==> config.mk <==
export PLATFORM = sky130hd
export DESIGN_NAME = condlogic
export DESIGN_NICKNAME = d
export VERILOG_FILES = /design/src/rtl/condlogic_pkg.sv /design/src/rtl/condlogic_condcheck.sv /design/src/rtl/condlogic.sv
export SDC_FILE = /design/constraint.sdc
export NUM_CORES = 1
export LEC_CHECK = 0
export CAP_MARGIN = 15
export CORE_AREA = 2 2 39 41
export DETAILED_ROUTE_END_ITERATION = 6
export DIE_AREA = 0 0 41 43
export PLACE_DENSITY = 0.72
export SLEW_MARGIN = 20
export SYNTH_ARGS = -nofsm -noshare
export SYNTH_HDL_FRONTEND = slang
export SYNTH_SLANG_ARGS = --single-unit
==> constraint.sdc <==
create_clock -name clk -period 2.3 [get_ports clk]
set_input_delay 0.345 -clock clk [delete_from_list [all_inputs] [get_ports clk]]
set_output_delay 0.345 -clock clk [all_outputs]
set_load 0.05 [all_outputs]
==> src/rtl/condlogic_pkg.sv <==
// Shared definitions for the conditional-execution stage: condition codes,
// NZCV bit positions and the meaning of the decoder's FlagW bits.
package condlogic_pkg;

    // ARM condition field encodings (Instr[31:28])
    typedef enum logic [3:0] {
        COND_EQ = 4'b0000,
        COND_NE = 4'b0001,
        COND_CS = 4'b0010,
        COND_CC = 4'b0011,
        COND_MI = 4'b0100,
        COND_PL = 4'b0101,
        COND_VS = 4'b0110,
        COND_VC = 4'b0111,
        COND_HI = 4'b1000,
        COND_LS = 4'b1001,
        COND_GE = 4'b1010,
        COND_LT = 4'b1011,
        COND_GT = 4'b1100,
        COND_LE = 4'b1101,
        COND_AL = 4'b1110,
        COND_NV = 4'b1111
    } cond_e;

    // Bit positions inside the {N,Z,C,V} flag vector
    localparam int N_BIT = 3;
    localparam int Z_BIT = 2;
    localparam int C_BIT = 1;
    localparam int V_BIT = 0;

    // FlagW bits: [1] updates N,Z ; [0] updates C,V
    localparam int FLAGW_NZ = 1;
    localparam int FLAGW_CV = 0;

endpackage

==> src/rtl/condlogic_condcheck.sv <==
// Purely combinational condition evaluator: condition field + NZCV -> pass/fail.
// Kept free of state so a pipelined core can reuse it unchanged.
module condlogic_condcheck
    import condlogic_pkg::*;
(
    input  logic [3:0] cond,
    input  logic [3:0] flags,
    output logic       cond_ex
);

    logic n;
    logic z;
    logic c;
    logic v;
    logic ge;

    assign n  = flags[N_BIT];
    assign z  = flags[Z_BIT];
    assign c  = flags[C_BIT];
    assign v  = flags[V_BIT];
    assign ge = (n == v);

    // Decode every 4-bit condition; the NV encoding is treated as never
    always_comb begin
        cond_ex = 1'b0;
        case (cond_e'(cond))
            COND_EQ: cond_ex = z;
            COND_NE: cond_ex = ~z;
            COND_CS: cond_ex = c;
            COND_CC: cond_ex = ~c;
            COND_MI: cond_ex = n;
            COND_PL: cond_ex = ~n;
            COND_VS: cond_ex = v;
            COND_VC: cond_ex = ~v;
            COND_HI: cond_ex = c & ~z;
            COND_LS: cond_ex = ~c | z;
            COND_GE: cond_ex = ge;
            COND_LT: cond_ex = ~ge;
            COND_GT: cond_ex = ~z & ge;
            COND_LE: cond_ex = z | ~ge;
            COND_AL: cond_ex = 1'b1;
            COND_NV: cond_ex = 1'b0;
        endcase
    end

endmodule

==> src/rtl/condlogic.sv <==
// Conditional-execution stage of the multicycle ARM core. Holds the
// architectural NZCV flags, evaluates the instruction condition against
// them and gates the decoder's PC/register/memory write requests.
module condlogic
    import condlogic_pkg::*;
#(
    parameter logic [3:0] FLAG_RESET = 4'b0000,
    parameter bit         DELAY_COND = 1'b1
) (
    input  logic       clk,
    input  logic       reset,
    input  logic [3:0] Cond,
    input  logic [3:0] ALUFlags,
    input  logic [1:0] FlagW,
    input  logic       PCS,
    input  logic       NextPC,
    input  logic       RegW,
    input  logic       MemW,
    output logic       PCWrite,
    output logic       RegWrite,
    output logic       MemWrite,
    output logic [3:0] Flags,
    output logic       CondEx
);

    logic [1:0] nz_q;
    logic [1:0] cv_q;
    logic       cond_ex_p1;
    logic       gate;

    assign Flags = {nz_q, cv_q};

    condlogic_condcheck u_condcheck (
        .cond    (Cond),
        .flags   (Flags),
        .cond_ex (CondEx)
    );

    // Condition result captured at the end of decode, held through exec/mem/wb
    always_ff @(posedge clk) begin
        if (!reset) begin
            cond_ex_p1 <= 1'b0;
        end else begin
            cond_ex_p1 <= CondEx;
        end
    end

    // N,Z half of the flag register; updated only by an instruction that passes
    always_ff @(posedge clk) begin
        if (!reset) begin
            nz_q <= FLAG_RESET[N_BIT:Z_BIT];
        end else if (FlagW[FLAGW_NZ] && CondEx) begin
            nz_q <= ALUFlags[N_BIT:Z_BIT];
        end
    end

    // C,V half of the flag register; updated only by an instruction that passes
    always_ff @(posedge clk) begin
        if (!reset) begin
            cv_q <= FLAG_RESET[C_BIT:V_BIT];
        end else if (FlagW[FLAGW_CV] && CondEx) begin
            cv_q <= ALUFlags[C_BIT:V_BIT];
        end
    end

    // The combinational gate exists only for debug; normal builds use the flop
    assign gate = DELAY_COND ? cond_ex_p1 : CondEx;

    // Reset low suppresses every write, even the unconditional fetch increment
    assign PCWrite  = reset & ((PCS & gate) | NextPC);
    assign RegWrite = reset & RegW & gate;
    assign MemWrite = reset & MemW & gate;

endmodule

# After elaboration in Yosys (flattened, before gate mapping)
# Cells that the tools add are included.
[totals] ff_bits=5 elab_cells=39
[op_classes] n_eq_ne=16 n_mux=1 bitwise=16 n_reduce_logical=3
[op_table] operator="equality test 4 bit (second input constant)" n=8
[op_table] operator="equality test 4 x 3 -> 1 bit (second input constant)" n=4
[op_table] operator="case mux 1 bit (16 select lines)" n=1
[op_table] operator="bitwise AND 1 bit" n=8
[op_table] operator="equality test 4 x 2 -> 1 bit (second input constant)" n=2
[op_table] operator="inverter 1 bit" n=5
[op_table] operator="equality test 4 x 1 -> 1 bit (second input constant)" n=1
[op_table] operator="zero test 4 bit" n=1
[op_table] operator="bitwise OR 1 bit" n=3
[op_table] operator="logical AND 1 bit" n=2
[op_table] operator="equality test 1 bit" n=1

# Logic depth before layout (Yosys ltp)
# Gate-level depths: netlist of the first run.
[depth] word_depth=5 mapped_depth=6 depth_no_buf=5

# Cells and area by module
# A second synthesis of the first run with hierarchy kept.
[unflattened] hier_cells=48 hier_area_um2=379.1
[modules_own_cells] mod="condlogic" n_inst=1 cells_each=25 area_each_um2=224.0 seq_area_each_um2=100.1
[modules_own_cells] mod="condlogic_condcheck" n_inst=1 cells_each=23 area_each_um2=155.1 seq_area_each_um2=0.0

# Worst setup path before layout of the first run
# OpenSTA, ideal clock, no wires.
[synth_path] path_kind="register to output" start="register cv_q[1]" end="output port CondEx" arrival_time_ns=2.270 required_time_ns=1.955 setup_slack_ns=-0.315 path_stages_with_launch=5 path_buffers=0 cell_sequence="dfxtp_1 or4b_1 o2111ai_1 a222oi_1 a22oi_1"
[synth_between] elab_chain_len=3
[synth_lines] element="start: declaration" line="condlogic.sv:27" text="logic [1:0] cv_q;"
[synth_lines] element="start signal: assignment" line="condlogic.sv:60" text="cv_q <= FLAG_RESET[C_BIT:V_BIT];"
[synth_lines] element="start signal: assignment" line="condlogic.sv:62" text="cv_q <= ALUFlags[C_BIT:V_BIT];"
[synth_lines] element="inverter 1 bit" line="condlogic_condcheck.sv:30, condlogic_condcheck.sv:36"
[synth_lines] element="bitwise OR 1 bit" line="condlogic_condcheck.sv:36" text="COND_LS: cond_ex = ~c | z;"
[synth_lines] element="case mux 1 bit (16 select lines) (*)" line="condlogic_condcheck.sv:26" text="case (cond_e'(cond))"
[synth_lines] element="end: declaration" line="condlogic.sv:23" text="output logic CondEx"
# Every way passes the cells marked *; elsewhere a longest branch is shown, timed or not.

# Worst setup path after layout of the first run
[layout_path] start="input port Cond[3]" end="output port CondEx"
[layout_between] elab_chain_len=2
[layout_lines] element="start: declaration" line="condlogic.sv:12" text="input logic [3:0] Cond,"
[layout_lines] element="equality test 4 bit (tied with other cells)" line="condlogic_condcheck.sv:26"
[layout_lines] element="case mux 1 bit (16 select lines) (*)" line="condlogic_condcheck.sv:26"
# Marks and branches as above.

==> Implementation_results.wiki, run 1 <==
{| class="wikitable"
! Metric !! Value
|-
| Routed WL || 1216 um
|-
| Via-to-Cell Ratio || approximately 5
|-
| Achievable clock frequency || 451.3 MHz
|-
| Hold Crit Class || reg2reg
|-
| Root Buffer Master || clkbuf_4
|-
| Most frequent cells in the layout || clkdlybuf4s50_1 (16), buf_4 (10), nand2_1 (9)
|-
| Final setup violation count || 0
|-
| TritonCTS clock tree || done
|-
| Number of global-route vias before repair || 492
|-
| Share of synthesized area occupied by flip-flops and latches || 21.74%
|-
| Clk slew on worst S/H paths || 40 ps
|-
| Total Die Area || 1763 sq um
|-
| Sequential cell area || between 100 and 150 sq um
|-
| Total area of multi-input combinational cells || between 300 and 400 sq um
|-
| Final std cell area, no fill || around 870 sq um
|-
| Overall Power || 0.0003826 W
|-
| Area growth from synthesis to layout || 89.67%
|-
| Netlist area before placement || 460.4 sq um
|-
| Final cycle utilization of the critical path || 96.33%
|-
| First-pass GRT wire length || a little under 2000 um
|-
| Final antenna-violating net count || 0
|-
| Relative slew margins || between 60 and 70%
|-
| Synthesis-stage register bit count || 5
|-
| Final RePlAce weighted congestion || ~0.69
|-
| Total power density per cell area || about 440 nW/um^2
|-
| Arithmetic-cell share of the synthesized area counting full adders, half adders and majority gates || 0%
|-
| Overflow after GRT || 0
|-
| Horizontal die dimension || 41 um
|-
| Main combinational cell family by area after synthesis || simple AND/OR/NAND/NOR gates
|-
| Overall Global Routing Usage || 15.98%
|-
| Number of core rows || 14
|-
| Yosys synthesis warning count || 0
|-
| Post-Syn Nets || 70
|-
| Setup TNS || 0 ps
|-
| Max-capacitance violation count || 0
|-
| HPWL after detailed placement || approximately 970 um
|-
| Slew at the pin with the worst max-slew slack || 489.4 ps
|-
| Maximum buffer depth of the clock tree || 2
|-
| Crit path time final || ~2200 ps
|-
| Number of library cell types mapped by synthesis || 32
|-
| H-tree depth reported by CTS || 1
|-
| Diode count || 0
|-
| Final Hold Slack || around 520 ps
|-
| Count of endpoints failing hold in the final timing report || 0
|-
| Number of iterations in the first detailed-routing pass || 4
|-
| XOR/XNOR share of the synthesized area || 1.902%
|-
| Clock network latency to the later pin of the worst-skew pair || approximately 240 ps
|-
| Count of input and output buffers || 23
|-
| Number of top-level pins || 24
|-
| Core area || approximately 1400 sq um
|-
| Effective utilization at floorplan || between 30% and 40%
|-
| Post-Synthesis Cells || 54
|-
| Required time of the worst setup path || a little under 2000 ps
|-
| Leakage component of the power || roughly 0.35 nW
|-
| Die H || roughly 43 um
|-
| Area fraction in compound gates after synthesis || between 20% and 30%
|-
| Critical Path AT || approximately 1900 ps
|-
| Number of DRC violations after detailed-routing iteration 0 || 7
|-
| Post-route worst setup slack || about 84 ps
|-
| Number of clock sinks || 5
|-
| Simple logic cell fraction of the synthesized area || between 20% and 30%
|-
| Fin Clk Skew || between 0.3 and 0.4 ps
|-
| Status || completed
|-
| Setup CP Type || in2out
|-
| TritonCTS Buffers || 3
|-
| Worst vdd rail ir drop || 0.0003623 V
|-
| Post-detailed-placement cell area || 805.8 sq um
|-
| Post-route DRC violation count || 0
|-
| Total via count in the routed design || ~520
|-
| Most common library cell in the layout ignoring fill and taps || clkdlybuf4s50_1
|-
| Crit-path max FO || 3
|-
| Post-synthesis average cell area || roughly 8.5 sq um
|-
| Multiplexer share of the synthesized area || about 16%
|-
| Layout cell share with drive strength beyond 1 || around a third
|-
| Largest net degree at the start of global routing || 13
|-
| Worst setup slack after placement || -213.4 ps
|-
| Filler instances || 128
|-
| Number of nets in the final layout || approximately 110
|-
| Worst Setup End Kind || output port
|-
| Crit path launch type || input port
|-
| DR WL/cell || between 10 and 15 um
|-
| Count of hold-fix buffers inserted at cts || 0
|-
| RSZ-0062 raised after global routing || no
|-
| Final-report max-slew violation count || 0
|-
| Initial antenna violation count || 0
|}
power breakdown:
part / switching [W] / internal, W / total (W)
combinational: 0.0000855 / 0.0000940 / 0.000180
sequential: 0.00000966 / 0.0000936 / 0.000103
clock: 0.0000343 / 0.0000655 / 0.0000998
cell type report:
| type | instances | area share, % |
|---|---|---|
| Multi-Input combinational cell | 44 | 42.98 |
| Timing Repair Buffer | 33 | 38.83 |
| Sequential cell | 5 | 12.03 |
| Clock buffer | 4 | 3.009 |
| Tap cell | 16 | 2.292 |
| Inverter | 2 | 0.8596 |
kinds of logic (layout without fill, tap and decap cells):
| logic type | count (synthesis) | in the layout |
|---|---|---|
| mux | 7 | 7 |
| flops | 5 | 5 |
| simple gates | 23 | 23 |
| compound gates | 13 | 13 |
| xor+xnor | 1 | 1 |
| buf+inv | 5 | 39 |
state kept, by name, summed over array words and instances, names as in the netlist:
register / count
cond_ex_p1: 1
nz_q: 2
cv_q: 2
routing by layer:
| layer | track usage, % | up-vias | part of all wire [%] |
|---|---|---|---|
| met2 | 23.13 | 13 | 51 |
| met3 | 3.141 | 2 | 5.6 |
| met5 | 0 | - | 0 |
| met4 | 10.00 | 0 | 0.82 |
| met1 | 20.65 | 237 | 42 |
| li1 | - | 267 | - |
cells in the mapped netlist:
master     count  share of area, %
o21ba_2        1               2.2
dfxtp_1        5                22
a21oi_2        1               1.9
nand3b_1       1               1.6
o2111ai_1      1               1.9
o21ai_0        2               2.2
or4b_1         1               2.2
nor3b_1        1               1.6
nor2b_1        2               2.7
nor2_1         1              0.81
a2111oi_4      1               6.0
mux2_4         1               3.3
a222oi_1       1               2.2
a21oi_1        2               2.2
or3b_1         1               1.9
or4_1          1               1.6
clkbuf_1       1              0.81
and3_1         2               2.7
and2_1         1               1.4
clkbuf_2       1               1.1
xor2_1         1               1.9
a22oi_1        1               1.6
and2b_1        1               1.6
o311ai_1       1               1.9
inv_1          2               1.6
or2b_1         1               1.6
nand2_1        9               7.3
buf_6          1               2.4
nand2b_1       1               1.4
mux2i_1        6                13
a21o_1         1               1.6
o311ai_0       1               1.9
critical path, cell delays in order:
cell and delay (ps):
clkdlybuf4s50_1 420, or3b_1 390, mux2i_4 180, o21ai_0 140, a22oi_2 220, buf_12 170
repair_timing:
item,CTS,global route
pin swaps,3,2
gates resized for setup,3,10
gates cloned,0,0
setup endpoints to repair,1,1
setup buffers,0,1
worst paths after layout:
path	startpoint	end	slack, ps	cells past startpoint
setup / recovery	Cond[3]	CondEx	80	6
hold / removal	nz_q[1]	nz_q[1]	520	2
setup reg to reg	nz_q[0]	nz_q[1]	440	6
hold reg to reg	nz_q[1]	nz_q[1]	520	2
stage by stage:
| step | instances | utilization (%) |
|---|---|---|
| after detailed placement | 99 | 58.23 |
| after global routing | 104 | 63.11 |
| after global placement | 99 | 58.23 |
| final | 104 | 63.11 |
| after floorplan | 54 | - |
| after CTS | 103 | 59.86 |
Note: power is estimated with default switching activity, not from simulation.
==> run 2, diff against run 1 <==
--- a/config.mk
+++ b/config.mk
@@ -5,7 +5,7 @@
 export SDC_FILE = /design/constraint.sdc
 export NUM_CORES = 1
 export LEC_CHECK = 0
-export CAP_MARGIN = 15
+export CAP_MARGIN = 5
 export CORE_AREA = 2 2 39 41
 export DETAILED_ROUTE_END_ITERATION = 6
 export DIE_AREA = 0 0 41 43
==> results of run 2 <==
Final layout, timing and power as in run 1 (identical DEF).
==> run 3, diff against run 2 <==
--- a/config.mk
+++ b/config.mk
@@ -7,8 +7,10 @@
 export LEC_CHECK = 0
 export CAP_MARGIN = 5
 export CORE_AREA = 2 2 39 41
+export CTS_CLUSTER_DIAMETER = 150
 export DETAILED_ROUTE_END_ITERATION = 6
 export DIE_AREA = 0 0 41 43
+export GPL_TIMING_DRIVEN = 0
 export PLACE_DENSITY = 0.72
 export SLEW_MARGIN = 20
 export SYNTH_ARGS = -nofsm -noshare
==> run 3 against run 2 <==
Compared with the run above:
- worst setup slack lost 38 ps
- non-clock buffer count shrank 7
- sequential cell count is the same
- clock skew grew 2.9 ps
- power shrank 7.1%
- critical path depth is the same
- routed wire length grew 2.1%
- register-to-register slack is essentially flat
- critical path type is now reg2out
==> Implementation_results.wiki, run 3 (same netlist as run 1, synthesis figures left out) <==
{| class="wikitable"
! Metric !! Value
|-
| Setup CP Type || reg2out
|-
| Worst vdd rail ir drop || 0.0004456 V (+23%)
|-
| Number of logic stages on the critical path including buffering || 6 (unchanged)
|-
| Effective utilization at floorplan || 33.27% (unchanged)
|-
| Total power density per cell area || 476.9 nW/um^2 (+8.8%)
|-
| Crit path launch type || flip-flop
|-
| Slowest cell delay on critical path || 520 ps (+100 ps)
|-
| Worst Setup End Kind || output port
|-
| Number of DRC violations after detailed-routing iteration 0 || 3 (-4)
|-
| Count of input and output buffers || 21 (-8.7%)
|-
| Leakage component of the power || 0.2996 nW (-15%)
|-
| RSZ-0062 raised after global routing || yes
|-
| Final RePlAce weighted congestion || 0.6607 (-3.8%)
|-
| Most frequent cells in the layout || clkdlybuf4s50_1 (17), nand2_1 (9), mux2i_1 (5)
|-
| Count of endpoints failing hold in the final timing report || 0 (unchanged)
|-
| H-tree depth reported by CTS || 1 (unchanged)
|-
| Number of top-level pins || 24 (unchanged)
|-
| Total via count in the routed design || 511 (-1.5%)
|-
| Number of core rows || 14 (unchanged)
|-
| Die H || 43 um (unchanged)
|-
| Relative slew margins || 66.94% (-0.33 points)
|-
| Initial antenna violation count || 0 (unchanged)
|-
| Final-report max-slew violation count || 0 (unchanged)
|-
| Fin Clk Skew || 3.285 ps (+2.900 ps)
|-
| Final cycle utilization of the critical path || 97.97% (+1.6 points)
|-
| Layout cell share with drive strength beyond 1 || 22.22% (-11 points)
|-
| Routed WL || 1241 um (+2.1%)
|-
| Via-to-Cell Ratio || 5.268 (+5.6%)
|-
| Crit-path max FO || 7 (+4)
|-
| Achievable clock frequency || 443.8 MHz (-1.7%)
|-
| Max-capacitance violation count || 0 (unchanged)
|-
| Hold Crit Class || reg2reg
|-
| Root Buffer Master || clkbuf_4
|-
| Horizontal die dimension || 41 um (unchanged)
|-
| Depth of the worst hold-timing path || 2 (unchanged)
|-
| Slew at the pin with the worst max-slew slack || 494.4 ps (+4.992 ps)
|-
| Number of cells traversed by the worst register-to-register path || 6 (unchanged)
|-
| Post-route worst setup slack || 46.72 ps (-37.66 ps)
|-
| DR WL/cell || 12.79 um (+9.4%)
|-
| Maximum buffer depth of the clock tree || 2 (unchanged)
|-
| HPWL after detailed placement || 957.5 um (-0.98%)
|-
| Largest net degree at the start of global routing || 11 (-2)
|-
| TritonCTS clock tree || done
|-
| Number of iterations in the first detailed-routing pass || 4 (unchanged)
|-
| Number of clock sinks || 5 (unchanged)
|-
| Critical Path AT || 1910 ps (+40 ps)
|-
| Post-route DRC violation count || 0 (unchanged)
|-
| TritonCTS Buffers || 3 (unchanged)
|-
| Final setup violation count || 0 (unchanged)
|-
| Number of placed instances with taps included || 91 (-8.1%)
|-
| Count of hold-fix buffers inserted at cts || 0 (unchanged)
|-
| Worst setup slack after placement || -879.4 ps (-666.0 ps)
|-
| Total Die Area || 1763 sq um (unchanged)
|-
| Clk slew on worst S/H paths || 40 ps (about the same)
|-
| Cell at the slowest stage of the critical path || or4b_1
|-
| Required time of the worst setup path || 1960 ps (about the same)
|-
| Status || completed
|-
| Top delay family on crit path || simple AND/OR/NAND/NOR gates
|-
| Largest registers || cv_q (2), nz_q (2), cond_ex_p1 (1)
|-
| Final antenna-violating net count || 0 (unchanged)
|-
| Overall Global Routing Usage || 15.09% (-0.89 points)
|-
| First-pass GRT wire length || 1835 um (-5.0%)
|-
| Diode count || 0 (unchanged)
|-
| Number of global-route vias before repair || 426 (-13%)
|-
| CP Cell Sequence || or4b_1 -> o2111ai_1 -> a222oi_1 -> buf_4 -> a22oi_2 -> buf_6
|-
| Overflow after GRT || 0 (unchanged)
|-
| Area growth from synthesis to layout || 61.96%
|-
| Non-filler cells, final || 97 (-6.7%)
|-
| Final cell utilization of the core || 53.89% (-9.2 points)
|-
| Most common library cell in the layout ignoring fill and taps || clkdlybuf4s50_1
|-
| Core area || 1384 sq um (unchanged)
|-
| Number of buffer and inverter stages on the critical path || 2 (unchanged)
|-
| Clock network latency to the later pin of the worst-skew pair || 240 ps (about the same)
|-
| Crit path time final || 2253 ps (+37.66 ps)
|-
| Number of nets in the final layout || 98 (-6.7%)
|}
## run 3: changes by cell type in the layout (fill, tap and decap cells not counted), moves of 2 or more
| cell | change |
|---|---|
| dfxtp_2 | +3 |
| buf_4 | -8 |
| buf_6 | +2 |
| buf_12 | -4 |
| dfxtp_1 | -2 |
## run 3: repair_timing
action / 4_1_cts / 5_1_grt
pin swaps: 0 / 3
buffers inserted: 0 / 2
setup endpoints to repair: 2 / 2
resized for setup: 11 / 4
endpoints found under the hold margin: 0 / 0
## run 3: final timing paths
check             startpoint       to  slack, ps
setup reg to reg     nz_q[0]  nz_q[0]        440
setup / recovery     nz_q[0]   CondEx         50
hold / removal       nz_q[1]  nz_q[1]        490
hold reg to reg      nz_q[1]  nz_q[1]        490
## run 3: layout make-up
class | instances | area, sq um
multi-input combinational | 44 | 341.6
sequential | 5 | 105.1
tap | 16 | 20.02
timing repair buffer | 23 | 225.2
buffer | 3 | 20.02
clock buffer | 4 | 26.28
fill | 150 | 638.1
inverter | 2 | 7.507
## run 3: worst register-to-register path: stages, from the launching register on
cell,delay (ps)
dfxtp_2,340
or4b_1,520
o2111ai_1,100
a222oi_1,130
buf_4,160
a21oi_1,290
mux2i_1,230
## run 3: routing by layer
layer	routed length [um]	global-route usage (%)	share of wire, %
met1	507	19.42	41
met2	644	23.44	52
met3	65	3.141	5.2
met4	24	6.000	1.9
met5	0	0	0
## run 3: through the flow
| stage | power [W] | hold WS [ps] | instance area, sq um | TNS [ps] |
|---|---|---|---|---|
| 3_5_place_dp | 0.0002487 | 486.6 | 698.2 | -1272 |
| 3_3_place_gp | 0.0002448 | 470.3 | 698.2 | -988.9 |
| 6_report | 0.0003556 | 489.5 | 745.7 | 0 |
| 5_1_grt | 0.0003740 | 511.4 | 745.7 | -27.50 |
| 4_1_cts | 0.0003539 | 494.2 | 725.7 | -32.68 |
| 2_1_floorplan | 0.0001936 | 479.6 | 467.9 | -0.4110 |
## run 3: where the power goes
| part | switching, W | internal [W] | total (W) |
|---|---|---|---|
| logic | 0.0000811 | 0.0000722 | 0.000153 |
| registers | 0.00000766 | 0.0000947 | 0.000102 |
| clock network | 0.0000345 | 0.0000655 | 0.000100 |
